===== config.mk =====
export PLATFORM = sky130hd
export DESIGN_NAME = avalon_pipeline_bridge
export DESIGN_NICKNAME = d
export VERILOG_FILES = /design/src/rtl/avalon_bridge_pkg.sv /design/src/rtl/avalon_bridge_cmd_fifo.sv /design/src/rtl/avalon_pipeline_bridge.sv
export SDC_FILE = /design/constraint.sdc
export NUM_CORES = 2
export LEC_CHECK = 0
export ABC_AREA = 1
export CAP_MARGIN = 25
export CORE_UTILIZATION = 50
export DETAILED_ROUTE_END_ITERATION = 8
export PLACE_DENSITY_LB_ADDON = 0.25
export SYNTH_ARGS = -nofsm -noshare
export SYNTH_HDL_FRONTEND = slang
export SYNTH_SLANG_ARGS = --single-unit

===== constraint.sdc =====
create_clock -name clk -period 27.7 [get_ports clk]
set_clock_uncertainty 0.05 [all_clocks]
set_input_delay 5.54 -clock clk [delete_from_list [all_inputs] [get_ports clk]]
set_output_delay 5.54 -clock clk [all_outputs]
set_load 0.01 [all_outputs]

===== src/rtl/avalon_bridge_pkg.sv =====
// Shared helpers for the Avalon-MM pipeline bridge: log2 and command-word layout.
package avalon_bridge_pkg;

  // Ceiling log2, usable in parameter expressions (clog2(1) == 0).
  function automatic int clog2(input int value);
    int r;
    r = 0;
    while ((1 << r) < value) r++;
    return r;
  endfunction

  // Command word, LSB first: byteenable, write, read, address, writedata.
  // Packed as {writedata, address, read, write, byteenable}.
  localparam int CMD_CTRL_BITS = 2;
  localparam int CMD_BE_LSB    = 0;

  function automatic int cmd_be_width(input int data_w);
    return data_w / 8;
  endfunction

  function automatic int cmd_wr_bit(input int data_w);
    return cmd_be_width(data_w);
  endfunction

  function automatic int cmd_rd_bit(input int data_w);
    return cmd_be_width(data_w) + 1;
  endfunction

  function automatic int cmd_addr_lsb(input int data_w);
    return cmd_be_width(data_w) + CMD_CTRL_BITS;
  endfunction

  function automatic int cmd_data_lsb(input int data_w, input int addr_w);
    return cmd_addr_lsb(data_w) + addr_w;
  endfunction

  function automatic int cmd_width(input int data_w, input int addr_w);
    return data_w + addr_w + cmd_be_width(data_w) + CMD_CTRL_BITS;
  endfunction

endpackage


===== src/rtl/avalon_bridge_cmd_fifo.sv =====
// Synchronous command FIFO: register-array storage, combinational head read,
// no fall-through (a word pushed at edge N is at the head from cycle N+1).
module avalon_bridge_cmd_fifo
  import avalon_bridge_pkg::*;
#(
  parameter  int WIDTH = 8,
  parameter  int DEPTH = 8,
  localparam int PTR_W = clog2(DEPTH),
  localparam int CNT_W = PTR_W + 1
) (
  input  logic             clk,
  input  logic             reset,
  input  logic             push,
  input  logic             pop,
  input  logic [WIDTH-1:0] wdata,
  output logic [WIDTH-1:0] rdata,
  output logic [CNT_W-1:0] count,
  output logic             full,
  output logic             empty
);

  logic [WIDTH-1:0] mem_q [DEPTH];
  logic [WIDTH-1:0] mem_d [DEPTH];
  logic [PTR_W-1:0] wr_ptr_q, wr_ptr_d;
  logic [PTR_W-1:0] rd_ptr_q, rd_ptr_d;
  logic [CNT_W-1:0] count_q, count_d;
  logic             do_push, do_pop;

  // Status decodes come straight off the count register.
  assign full    = (count_q == CNT_W'(DEPTH));
  assign empty   = (count_q == '0);
  assign count   = count_q;
  assign rdata   = mem_q[rd_ptr_q];
  assign do_push = push & ~full;
  assign do_pop  = pop & ~empty;

  // Next-state for storage, pointers (wrap naturally, DEPTH is a power of two) and count.
  always_comb begin
    mem_d    = mem_q;
    wr_ptr_d = wr_ptr_q;
    rd_ptr_d = rd_ptr_q;
    count_d  = count_q;
    if (do_push) begin
      mem_d[wr_ptr_q] = wdata;
      wr_ptr_d        = wr_ptr_q + PTR_W'(1);
    end
    if (do_pop) rd_ptr_d = rd_ptr_q + PTR_W'(1);
    case ({do_push, do_pop})
      2'b10:   count_d = count_q + CNT_W'(1);
      2'b01:   count_d = count_q - CNT_W'(1);
      default: count_d = count_q;
    endcase
  end

  // State registers; storage is cleared so the idle head drives zeros.
  always_ff @(posedge clk or posedge reset) begin
    if (reset) begin
      for (int i = 0; i < DEPTH; i++) mem_q[i] <= '0;
      wr_ptr_q <= '0;
      rd_ptr_q <= '0;
      count_q  <= '0;
    end else begin
      mem_q    <= mem_d;
      wr_ptr_q <= wr_ptr_d;
      rd_ptr_q <= rd_ptr_d;
      count_q  <= count_d;
    end
  end

endmodule


===== src/rtl/avalon_pipeline_bridge.sv =====
// Single-clock Avalon-MM pipeline bridge: command FIFO toward the master port,
// a hard cap on outstanding reads, a one-stage read response register and an
// idle flag software can poll before draining.
module avalon_pipeline_bridge
  import avalon_bridge_pkg::*;
#(
  parameter  int DATA_WIDTH        = 64,
  parameter  int ADDR_WIDTH        = 23,
  parameter  int CMD_DEPTH         = 8,
  parameter  int MAX_PENDING_READS = 8,
  localparam int BE                = DATA_WIDTH / 8,
  localparam int BA                = clog2(BE)
) (
  input  logic                       clk,
  input  logic                       reset,
  // slave side
  input  logic [ADDR_WIDTH-1:0]      slave_address,
  input  logic [BE-1:0]              slave_byteenable,
  input  logic                       slave_read,
  input  logic                       slave_write,
  input  logic [DATA_WIDTH-1:0]      slave_writedata,
  output logic                       slave_waitrequest,
  output logic [DATA_WIDTH-1:0]      slave_readdata,
  output logic                       slave_readdatavalid,
  output logic                       slave_endofpacket,
  // master side
  output logic [ADDR_WIDTH+BA-1:0]   master_address,
  output logic [BE-1:0]              master_byteenable,
  output logic                       master_read,
  output logic                       master_write,
  output logic [DATA_WIDTH-1:0]      master_writedata,
  input  logic                       master_waitrequest,
  input  logic [DATA_WIDTH-1:0]      master_readdata,
  input  logic                       master_readdatavalid,
  input  logic                       master_endofpacket,
  // status
  output logic                       bridge_idle
);

  localparam int MA_W     = ADDR_WIDTH + BA;
  localparam int CMD_W    = cmd_width(DATA_WIDTH, ADDR_WIDTH);
  localparam int WR_BIT   = cmd_wr_bit(DATA_WIDTH);
  localparam int RD_BIT   = cmd_rd_bit(DATA_WIDTH);
  localparam int ADDR_LSB = cmd_addr_lsb(DATA_WIDTH);
  localparam int DATA_LSB = cmd_data_lsb(DATA_WIDTH, ADDR_WIDTH);
  localparam int CNT_W    = clog2(CMD_DEPTH) + 1;
  localparam int PEND_W   = clog2(MAX_PENDING_READS + 1);

  logic [CMD_W-1:0]      cmd_in, cmd_head;
  logic                  cmd_push, cmd_pop;
  logic                  fifo_full, fifo_empty;
  logic [CNT_W-1:0]      fifo_count;
  logic                  head_rd, head_wr;
  logic [ADDR_WIDTH-1:0] head_addr;
  logic                  rd_accept;
  logic                  credit_ok;

  logic [PEND_W-1:0]     pend_q, pend_d;
  logic                  rdv_q, rdv_d;
  logic [DATA_WIDTH-1:0] rdata_q, rdata_d;
  logic                  eop_q, eop_d;

  // ---------------- command accept ----------------
  assign cmd_in            = {slave_writedata, slave_address, slave_read, slave_write, slave_byteenable};
  // Full is a registered decode, so a same-cycle pop never lets a push in.
  assign slave_waitrequest = fifo_full;
  assign cmd_push          = (slave_read | slave_write) & ~fifo_full;

  avalon_bridge_cmd_fifo #(
    .WIDTH (CMD_W),
    .DEPTH (CMD_DEPTH)
  ) u_cmd_fifo (
    .clk   (clk),
    .reset (reset),
    .push  (cmd_push),
    .pop   (cmd_pop),
    .wdata (cmd_in),
    .rdata (cmd_head),
    .count (fifo_count),
    .full  (fifo_full),
    .empty (fifo_empty)
  );

  // ---------------- master issue ----------------
  // Head fields drive the master bus directly; they only move on a pop, so a
  // held command stays stable under master_waitrequest.
  assign head_wr           = cmd_head[WR_BIT];
  assign head_rd           = cmd_head[RD_BIT];
  assign head_addr         = cmd_head[ADDR_LSB +: ADDR_WIDTH];
  assign master_byteenable = cmd_head[CMD_BE_LSB +: BE];
  assign master_writedata  = cmd_head[DATA_LSB +: DATA_WIDTH];
  assign master_address    = MA_W'(head_addr) << BA;

  // Credit can only grow while a read is held, so master_read never drops mid-wait.
  assign credit_ok    = (pend_q < PEND_W'(MAX_PENDING_READS));
  assign master_write = ~fifo_empty & head_wr;
  assign master_read  = ~fifo_empty & head_rd & credit_ok;
  assign cmd_pop      = (master_read | master_write) & ~master_waitrequest;
  assign rd_accept    = master_read & ~master_waitrequest;

  // Outstanding-read counter: accept and return in one cycle cancel; a stray
  // return with nothing outstanding is ignored so the count never wraps.
  always_comb begin
    pend_d = pend_q;
    if (rd_accept && !master_readdatavalid)
      pend_d = pend_q + PEND_W'(1);
    else if (!rd_accept && master_readdatavalid && (pend_q != '0))
      pend_d = pend_q - PEND_W'(1);
  end

  // Response stage: valid always follows, data/eop hold between beats.
  always_comb begin
    rdv_d   = master_readdatavalid;
    rdata_d = master_readdatavalid ? master_readdata    : rdata_q;
    eop_d   = master_readdatavalid ? master_endofpacket : eop_q;
  end

  // Pending counter and response registers.
  always_ff @(posedge clk or posedge reset) begin
    if (reset) begin
      pend_q  <= '0;
      rdv_q   <= 1'b0;
      rdata_q <= '0;
      eop_q   <= 1'b0;
    end else begin
      pend_q  <= pend_d;
      rdv_q   <= rdv_d;
      rdata_q <= rdata_d;
      eop_q   <= eop_d;
    end
  end

  assign slave_readdatavalid = rdv_q;
  assign slave_readdata      = rdata_q;
  assign slave_endofpacket   = eop_q;
  assign bridge_idle         = (fifo_count == '0) & (pend_q == '0);

endmodule


Word level (Yosys, flattened, before mapping) --
Cells that the tools add are included.
Storage, ports and cells: register bits after elaboration 856, bits in latches 0, RAM bits 0, memory bits (read-only) 0, bits of input ports 166, output and inout port bits 168, word-level logic and storage cells 64, memories 0
Cells by class: add/sub/neg operators 6, multiply operators 0, div/mod/pow operators 0, $lt $le $gt $ge 4, equal/unequal tests 3, shift-type cells 0, multiplexer cells 9, bitwise operators 16, reduce and logical (&&, ||, !) cells 11
Operators by type and width (count):
- $bwmux W776 | 1
- $bmux W97 S3 | 1
- $demux W97 S3 | 1
- $mux W97 | 3
- $and A1 B1 Y1 | 9
- $add A4 B1 Y4 const B | 2
- $ge A4 B4 Y1 const B | 2
- $logic_not A4 Y1 | 2
- $mux W4 | 2
- $not A3 Y4 | 2
- $pmux W4 S2 | 1
- $sub A4 B1 Y4 const B | 2
- $add A3 B1 Y3 const B | 2
- $eq A4 B4 Y1 const B | 1
- $logic_and A1 B1 Y1 | 4
- $lt A4 B1 Y1 const B | 1
- $lt A4 B4 Y1 const B | 1
- $reduce_bool A2 Y1 | 2
- $reduce_bool A4 Y1 | 1
- $not A1 Y1 | 3
- $eq A2 B1 Y1 const B | 1
- $eq A2 B2 Y1 const B | 1
- $logic_not A1 Y1 | 2
- $or A1 B1 Y1 | 2

Logic depth before layout (Yosys ltp) --
depth after elaboration 12, gate-level depth with buffers 19, depth with buffers taken out 18

Cells and area by module --
From an unflattened synthesis, not the netlist that was laid out.
Second synthesis, totals: cells, all modules 6529, area total of the unflattened synthesis 45462.4 um2
Modules (own cells, without submodules):
- avalon_bridge_cmd_fifo | instances 1, cells an instance 6202, area each 42617.1 um2
- avalon_pipeline_bridge | instances 1, cells an instance 327, area each 2845.2 um2

Worst setup path before layout --
OpenSTA, ideal clock, no wires.
path kind input -> register, start input slave_read, end register u_cmd_fifo.count_q[3] (netlist: u_cmd_fifo.count[3]), library setup time 0.121 ns, data arrival time 7.200 ns, data required time 27.529 ns, slack 20.329 ns, stages 13, buffers on the path 1, cell sequence inv_1 a21oi_4 buf_6 inv_1 ha_1 ha_1 nand2_1 nor2_1 a211oi_1 nor2_1 nor2_1 nand2_1 xor2_1
Between the ends: cells in the longest elaborated chain, start to end 5, elaborated cells between the ends (all ways) 7
RTL lines:
- start: declaration | line avalon_pipeline_bridge.sv:19 | input logic slave_read,
- $or A1 B1 Y1 (*) | line avalon_pipeline_bridge.sv:67 | assign cmd_push = (slave_read | slave_write) & ~fifo_full;
- $and A1 B1 Y1 (*) | line avalon_pipeline_bridge.sv:67
- $and A1 B1 Y1 (*) | line avalon_bridge_cmd_fifo.sv:34 | assign do_push = push & ~full;
- $eq A2 B1 Y1 or $eq A2 B2 Y1 (tied branches) | line avalon_bridge_cmd_fifo.sv:48 | case ({do_push, do_pop})
- $pmux W4 S2 or $reduce_bool A2 Y1 (tied branches)
- end signal: assignment | line avalon_bridge_cmd_fifo.sv:66 | count_q <= count_d;
- end: declaration | line avalon_bridge_cmd_fifo.sv:26 | logic [CNT_W-1:0] count_q, count_d;
Mark *: on every way between the ends. The rest lies on a longest branch, timed or not. A chain may end at the register's enable or synchronous reset.

Worst setup path in the final report --
start register u_cmd_fifo.rd_ptr_q[0], end output master_byteenable[2]
Between the ends: cells in the longest elaborated chain, start to end 4
RTL lines:
- start: declaration | line avalon_bridge_cmd_fifo.sv:25 | logic [PTR_W-1:0] rd_ptr_q, rd_ptr_d;
- start signal: assignment | line avalon_bridge_cmd_fifo.sv:65 | rd_ptr_q <= rd_ptr_d;
- $not A3 Y4 (not written as such) | line avalon_bridge_cmd_fifo.sv:33 | assign rdata = mem_q[rd_ptr_q];
- $bmux W97 S3 | line avalon_bridge_cmd_fifo.sv:33
- $mux W97 (not written as such) (2 in a row) | line avalon_bridge_cmd_fifo.sv:33
- end: declaration | line avalon_pipeline_bridge.sv:28 | output logic [BE-1:0] master_byteenable,
Every way passes these cells. The select of a mux whose other input is x is not followed.

==> results by group <==
Synthesis
  – Seq/Total Area, Yosys: 57.2%
  – Synthesis-stage register bit count: around 860
  – Syn_area_per_cell: 8.52 um2
  – Synth Area in Adders: less than 1%
  – Post-synthesis mux area share: 0%
  – Cell Area, Synth: about 0.037 mm2
  – Synthesis warning total: 0
  – Syn Inst Count: 4397
  – Complex-gate fraction of the synthesized area: 18.9%
  – Synth Area in XOR/XNOR: 0.210%
  – Synth Area in Simple Gates: ~17%
  – Cell variety after synth: 28
  – Main combinational cell family by area after synthesis: compound AO/OA/AOI/OAI gates

Route
  – Avg Vias per Cell: 5.54
  – Drt drc: 0
  – Routed wire per std cell: 17.6 um
  – DR pass1 iterations: 6
  – Initial DRC Count: between 3k and 4k
  – Remaining antenna violation count: 0
  – Via Count: 30.8k
  – Total Wirelength: 98100 um

Place
  – Placer Congestion: 0.763
  – Placed inst area: between 0.04 and 0.05 mm2
  – Placed cell count: 5396
  – DP HPWL: 52800 um
  – Port Buffer Count: 330

Run
  – # Max-Cap Violations: 0

Cells and area
  – Finished layout cell area: 0.0437 mm2
  – Commonest non-fill, non-tap cell in the layout: o21ai_0
  – Multi-input logic area: between 0.01 and 0.015 mm2
  – Register area: 0.0214 mm2
  – Post-route insts no fill: 5560
  – Commonest non-fill, non-tap cells in the layout: o21ai_0, nand2_1, dfrtp_1
  – # fillers: 6499
  – Layout Nets: 4709
  – Area Overhead vs Synth: 16.7%
  – Layout cells sized above 1: 4.39%
  – Final Core Density: 59.4%

Power and ir drop
  – Leak: 20.2 nW
  – Max rail drop VDD: 0.0939 mV
  – Power per standard cell area: between 100 and 150 mW/mm2
  – Tot Pwr: 0.00557 W

GRT
  – Global-route usage over all layers: a little over a quarter
  – Initial antenna violation count: 5
  – Global-route wire length before repair: 159000 um
  – Remaining Overflow, GRT: 0
  – Number of global-route vias before repair: approximately 30k
  – Pin count of the biggest net entering global routing: 236

Clocking
  – CTS tree: done
  – Clock Latency Late Sink: 640 ps
  – Clk root buf: clkbuf_16
  – H-tree Lvls: 3
  – CTS sink cnt: 856
  – Longest Clk Path Bufs: 3
  – Worst-path clk slew: 60 ps
  – Cts hold-fix bufs: 0
  – CTS Buf Count: 90
  – Post-CTS resize count: 0
  – Postcts setup bufs: 0

Setup path
  – Crit path launch type: flip-flop
  – Worst-path fanout max: roughly 240
  – Crit path required time: 22110 ps
  – Critical path class: flip-flop to output pin
  – Critical path endpoint category: output pin
  – CP arrival: 5170 ps

STA
  – Setup TNS: 0 ps
  – Fin crit share: just under 40%
  – Max Fclk: just over 90 MHz
  – Max-slew violations: 0
  – Final hold viol count: 0
  – Final min period: ~11000 ps
  – Setup Viol. Count Final: 0
  – Slew headroom: 25.3%
  – Slew @ Worst Pin: 1120 ps
  – RSZ-0062 raised after global routing: no

Floorplan
  – CORE AREA: 0.0736 mm2
  – Die Y-Extent: 276 um
  – Placement Rows: 99
  – Full die area: between 0.07 and 0.08 mm2
  – Die boundary width: 276 um
  – Starting Density: 50.9%
  – Ports: 334

Min path
  – Hold Crit Class: flip-flop to flip-flop

Run status
  – Status: finished clean
-- where the power goes --
part	total (W)	switching [W]	internal [W]	leakage, nW
Combinational	0.00228	0.00139	0.000891	7.97
Sequential	0.00209	0.000297	0.00179	10.7
Clock	0.00120	0.000498	0.000704	1.46
-- state kept, by name, summed over array words and instances, names as in the netlist --
name / flops
slave_readdatavalid: 1
u_cmd_fifo.mem_q: 776
u_cmd_fifo.wr_ptr_q: 3
slave_endofpacket: 1
u_cmd_fifo.count: 4
slave_readdata: 64
pend_q: 4
u_cmd_fifo.rd_ptr_q: 3
-- layout make-up --
| class | instances | share of cell area, % |
|---|---|---|
| multi-input combinational | 3086 | 31.6 |
| clock inverter | 22 | 0.535 |
| sequential | 856 | 49.0 |
| tap | 959 | 2.75 |
| clock buffer | 136 | 6.22 |
| antenna | 1 | 0.00573 |
| inverter | 121 | 1.09 |
| timing repair buffer | 379 | 8.78 |
-- layer usage --
metal	track usage [%]	vias to the layer above	wire length (um)
li1	-	14766	-
met1	36.1	14919	43800
met2	42.3	953	45500
met3	4.41	153	6550
met4	7.40	4	2180
met5	0	-	29
-- through the flow --
stage                     hold slack [ps]  setup slack, ps
after floorplan                       398            10350
after global placement                403            16910
after detailed placement              408            16860
after CTS                             422            16970
after global routing                  438            16670
final                                 419            16940
-- worst max-delay path: stages, from the launching register on --
cell             delay [ps]
dfrtp_4                 460
buf_12                  760
buf_4                   840
buf_4                   750
o21ai_0                 190
o22ai_1                 210
nor2_1                   50
a31oi_1                 450
clkdlybuf4s50_1         640
-- worst paths after layout --
check	cells after the start	endpoint	slack, ps	from
min in group asynchronous	2	u_cmd_fifo.mem_q[219]	5130	reset
worst max-delay path	8	master_byteenable[2]	16940	u_cmd_fifo.rd_ptr_q[0]
worst min-delay path	2	slave_readdata[14]	420	slave_readdata[14]
worst min register to register	2	slave_readdata[14]	420	slave_readdata[14]
worst max register to register	19	u_cmd_fifo.count[3]	23250	u_cmd_fifo.rd_ptr_q[0]
max in group asynchronous	6	u_cmd_fifo.mem_q[554]	18740	reset
-- logic make-up (layout without fill, tap and decap cells) --
kind of cell | Yosys count | count (layout)
flip-flops | 856 | 856
AND/OR/NAND/NOR | 1702 | 1702
adder cells (fa/ha/maj) | 9 | 9
AO/OA/AOI/OAI | 1363 | 1363
XOR/XNOR | 9 | 9
other | 1 | 4
buffers and inverters | 457 | 658
-- synthesized netlist by cell type, drive strengths merged --
library cell	n	share of area (%)
o211ai	2	0.040
clkbuf	135	1.4
a21oi	4	0.084
nand4	10	0.37
xor2	6	0.14
nor2	678	6.8
buf	201	3.4
dfrtp	856	57
nor4	1	0.017
inv	121	1.2
xnor2	3	0.070
nand2	1004	10
o22ai	95	1.6
a211oi	1	0.020
conb	1	0.010
ha	7	0.23
a31oi	95	1.6
a21o	1	0.020
o21ai	1165	16
fa	2	0.11
nand3	9	0.12
(Power assumes the default switching activity.)
